### config.mk
export PLATFORM = sky130hd
export DESIGN_NAME = loa_stream_accumulator
export DESIGN_NICKNAME = d
export VERILOG_FILES = /design/src/rtl/loa_stream_accumulator.sv
export SDC_FILE = /design/constraint.sdc
export NUM_CORES = 1
export LEC_CHECK = 0
export BUFFER_PORTS_ARGS = -buffer_cell sky130_fd_sc_hd__buf_2
export CORE_MARGIN = 3
export CORE_UTILIZATION = 57
export DETAILED_ROUTE_END_ITERATION = 10
export HOLD_SLACK_MARGIN = 0.02
export PLACE_DENSITY = 0.84
export SYNTH_ARGS = -nofsm -noshare
export SYNTH_HDL_FRONTEND = slang
export SYNTH_SLANG_ARGS = --single-unit
### constraint.sdc
create_clock -name clk -period 3.4 [get_ports clk]
set_clock_uncertainty 0.15 [all_clocks]
set_input_delay 0.34 -clock clk [delete_from_list [all_inputs] [get_ports clk]]
set_output_delay 0.34 -clock clk [all_outputs]
set_load 0.1 [all_outputs]
### src/rtl/loa_stream_accumulator.sv
`default_nettype none
// ============================================================================
// loa_stream_accumulator : sums LEN signed terms with lower-part-OR addition
// Revision : 1.0
// ============================================================================
module loa_stream_accumulator #(
  parameter int IGNORE_BIT = 0,
  parameter int WIDTH_IN   = 16,
  parameter int WIDTH_ACC  = 32,
  parameter int LEN_W      = 8
) (
  input  logic                 clk,
  input  logic                 rst_n,
  input  logic                 start,
  input  logic [LEN_W-1:0]     len,
  input  logic                 in_valid,
  output logic                 in_ready,
  input  logic [WIDTH_IN-1:0]  in_data,
  output logic                 out_valid,
  input  logic                 out_ready,
  output logic [WIDTH_ACC-1:0] out_data,
  output logic                 busy
);

  typedef enum logic [1:0] {
    S_IDLE = 2'd0,
    S_ACC  = 2'd1,
    S_HOLD = 2'd2
  } state_t;

  state_t               state_q, state_d;
  logic [WIDTH_ACC-1:0] acc_q, acc_d;
  logic [LEN_W-1:0]     cnt_q, cnt_d;
  logic [WIDTH_ACC-1:0] term_ext;
  logic [WIDTH_ACC-1:0] loa_sum;

  assign term_ext = WIDTH_ACC'($signed(in_data));

  generate
    if (IGNORE_BIT == 0) begin : g_exact
      assign loa_sum = acc_q + term_ext;
    end else begin : g_loa
      logic [IGNORE_BIT-1:0]           low;
      logic                            carry;
      logic [WIDTH_ACC-IGNORE_BIT-1:0] high;
      // Low bits are OR-ed; their top bit pair still feeds a carry upward.
      assign low   = acc_q[IGNORE_BIT-1:0] | term_ext[IGNORE_BIT-1:0];
      assign carry = acc_q[IGNORE_BIT-1] & term_ext[IGNORE_BIT-1];
      assign high  = acc_q[WIDTH_ACC-1:IGNORE_BIT] + term_ext[WIDTH_ACC-1:IGNORE_BIT]
                   + (WIDTH_ACC-IGNORE_BIT)'(carry);
      assign loa_sum = {high, low};
    end
  endgenerate

  always_comb begin
    state_d = state_q;
    acc_d   = acc_q;
    cnt_d   = cnt_q;
    case (state_q)
      S_IDLE: begin
        if (start) begin
          acc_d   = '0;
          cnt_d   = len;
          state_d = (len == '0) ? S_HOLD : S_ACC;
        end
      end
      S_ACC: begin
        if (in_valid) begin
          acc_d = loa_sum;
          cnt_d = cnt_q - 1'b1;
          if (cnt_q == LEN_W'(1)) begin
            state_d = S_HOLD;
          end
        end
      end
      S_HOLD: begin
        if (out_ready) begin
          state_d = S_IDLE;
        end
      end
      default: state_d = S_IDLE;
    endcase
  end

  always_ff @(posedge clk or negedge rst_n) begin
    if (!rst_n) begin
      state_q <= S_IDLE;
      acc_q   <= '0;
      cnt_q   <= '0;
    end else begin
      state_q <= state_d;
      acc_q   <= acc_d;
      cnt_q   <= cnt_d;
    end
  end

  assign in_ready  = (state_q == S_ACC);
  assign out_valid = (state_q == S_HOLD);
  assign busy      = (state_q != S_IDLE);
  assign out_data  = acc_q;

endmodule
`default_nettype wire

==> out/metrics.csv <==
stage,metric,value,unit
cells_and_area,drive_above_1_share,0.182,
synthesis,ys.warnings.count,0,
floorplanning,coreArea,0.00564,mm²
synthesis,synth_flop_cell,dfrtp_1,
synthesis,syn_nets,467,
global_routing,grt_pass1_wl,14000,µm
timing,timing.final.hold_violations,0,
placed_design,finalWeightedCongestion,0.943,
cells_and_area,num-nets-final,524,
floorplanning,start_util,0.605,
synthesis,synthDistinctLibCells,56,
clocking,clkTransAtPathRegs,90,ps
route,drt_pass1_iterations,5,
timing,slew-limit-headroom,0.352,
placed_design,hpwl,6330,µm
floorplanning,die-area,0.00695,mm²
route,drtAntennaViolNets,0,
synthesis,synth.most_common_cell,a21oi_1,
global_routing,grt_use_total,0.241,
setup_path,timing.rr.end,out_data[30],
route,vias_per_cell,6.14,
synthesis,synth_area,0.00341,mm²
clocking,cts_tree,built,
setup_path,cp_data_arrival_time,3160,ps
synthesis,ys_ff_latch,42,
synthesis,synth_edf_count,0,
timing,setup_violations,0,
clocking,clkLatencyLatePin,310,ps
timing,tns,0,ps
placed_design,portBuffers,63,
timing,maxSlewViolCount,0,
clocking,max-clock-path-buffers,2,
setup_path,rr_startpoint,out_data[0],
synthesis,yosysTopAreaCell,dfrtp_1,
synthesis,synth_area_leaders,"dfrtp_1 (31%), ha_1 (12%), a21oi_1 (6.5%), o21ai_0 (4.8%), nand2_1 (4.3%)",
job,cap_viol_max_count,0,
route,via_count,3280,
clocking,htree_levels,2,
route,drc_errors,0,
setup_path,cp.required,3460,ps
synthesis,async_reset_ff_frac,1.00,
floorplanning,die_x,83.4,µm
synthesis,syn_inst,404,
outcome,status,finished clean,
timing,timing.final.crit_share,0.909,
global_routing,overflow,0,
global_routing,grt_max_degree,43,
floorplanning,rows,27,
route,wire_per_inst,16.1,µm
floorplanning,die_h,83.4,µm
synthesis,ys_seq_area_frac,0.308,
timing,fin_crit,3090,ps
cells_and_area,fillers,456,
clocking,cts_resized,0,
synthesis,yosys.area.top_type_share,0.308,
floorplanning,io_pins,64,
setup_path,cp-startpoint,out_data[0],
clocking,cts_made_buffers,5,
synthesis,yosys-top-cells-count,"a21oi_1 (44), dfrtp_1 (42), nand2_1 (39), ha_1 (33), o21ai_0 (33)",
global_routing,first_global_vias,3034,
route,drtIter0Drc,202,
timing,grt_setup_unrepaired,false,
setup_path,rrSetupSlack,310,ps
global_routing,antenna_found_initial,0,
setup_path,reg2regPathDepth,12,
synthesis,syn_avg_cell_area,8.44,µm²
setup_path,startpoint_type,register,
timing,tightest_slew,972,ps
clocking,cts_setup_buffers,0,
min_path,hold_path_class,in -> async,
cells_and_area,diodes,0,
setup_path,crit_end,out_data[30],
clocking,cts-hold-fix-buffers,0,
timing,fmax,0.323,GHz
route,routed_wl,8580,µm
clocking,clk_root_buffer_cell,clkbuf_8,
setup_path,critPathKind,reg -> reg,
cells_and_area,syn2layout_area_growth,13.7,%
setup_path,cp-end-kind,register,
clocking,clock_sinks,42,
setup_path,cp_max_fo,4,
[final cells by class]
| class | instances | area, µm² | area share |
|---|---|---|---|
| Clock buffer | 6 | 72.6 | 0.0187 |
| Clock inverter | 2 | 37.5 | 0.00968 |
| Inverter | 14 | 52.6 | 0.0136 |
| Multi-Input combinational cell | 335 | 2260 | 0.582 |
| Sequential cell | 42 | 1050 | 0.271 |
| Tap cell | 72 | 90.1 | 0.0232 |
| Timing Repair Buffer | 63 | 315 | 0.0813 |
[layer usage]
layer / wire (µm) / share of wire / track usage / up-vias
met5: 0 / 0 / 0 / -
li1: - / - / - / 1614
met3: 396 / 0.046 / 0.0407 / 11
met2: 4200 / 0.49 / 0.418 / 85
met4: 108 / 0.013 / 0.0728 / 0
met1: 3880 / 0.45 / 0.308 / 1570
[critical path, cell delays in order, from the launching register on]
cell       delay, ps
dfrtp_2          380
ha_1             190
inv_1             60
fa_1             410
nor2b_4          140
o21a_2           140
o21ai_2           80
a2111oi_1        520
nor3_1           160
o31ai_2          310
a41oi_1          180
xor2_1           160
o21ai_1          120
[cells by family after synthesis]
family                     after synthesis  synth area share
xor gates and xnor gates                24            0.0616
muxes                                    2           0.00624
adders and majority gates               34             0.127
and+or+nand+nor                        127             0.184
DFF                                     42             0.308
AOI/OAI and AO/OA                      148             0.283
buffers and inverters                   27            0.0301
[worst min-delay path by stage]
stage,from,endpoint,cells after the start
finish,rst_n,out_data[8],1
global route,rst_n,out_data[8],1
CTS,rst_n,out_data[8],1
detailed placement,out_data[18],out_data[18],2
global placement,out_data[3],out_data[3],2
floorplan,rst_n,cnt_q[0],0
[state kept, by name, indices dropped and copies added, names as in the netlist]
| register | flops |
|---|---|
| out_data | 32 |
| cnt_q | 8 |
| state_q | 2 |
[stage by stage]
stage                     hold slack, ps  setup WS (ps)  area, µm²  utilization  cells
final                               27.2            308       3880        0.687    534
after global routing                 109           91.8       3880        0.687    534
after CTS                           72.5            316       3880        0.687    534
after detailed placement             351            288       3770        0.668    526
after global placement               335            383       3770        0.668    526
after floorplan                     -106           61.6       3410            -    404
[cells in the final DEF (no fill, tap or decap), types with 5 or more instances in the layout]
master     n
buf_2     63
o21ai_1    7
clkbuf_8   5
o21ai_0   33
a21oi_1   44
nand2b_1   9
nand2_1   39
nand4_1    7
xor2_1    16
a21o_1    13
and2_1     5
or2_2      5
o21a_1     5
inv_1     14
nor2b_1    5
dfrtp_1   41
nor3_1    10
xnor2_1    8
a22o_1     7
ha_1      33
nor2_1    22
nand3_1   12
Power is not shown: default switching activity piles up to over one toggle a cycle in this logic, so the estimate is an artifact.
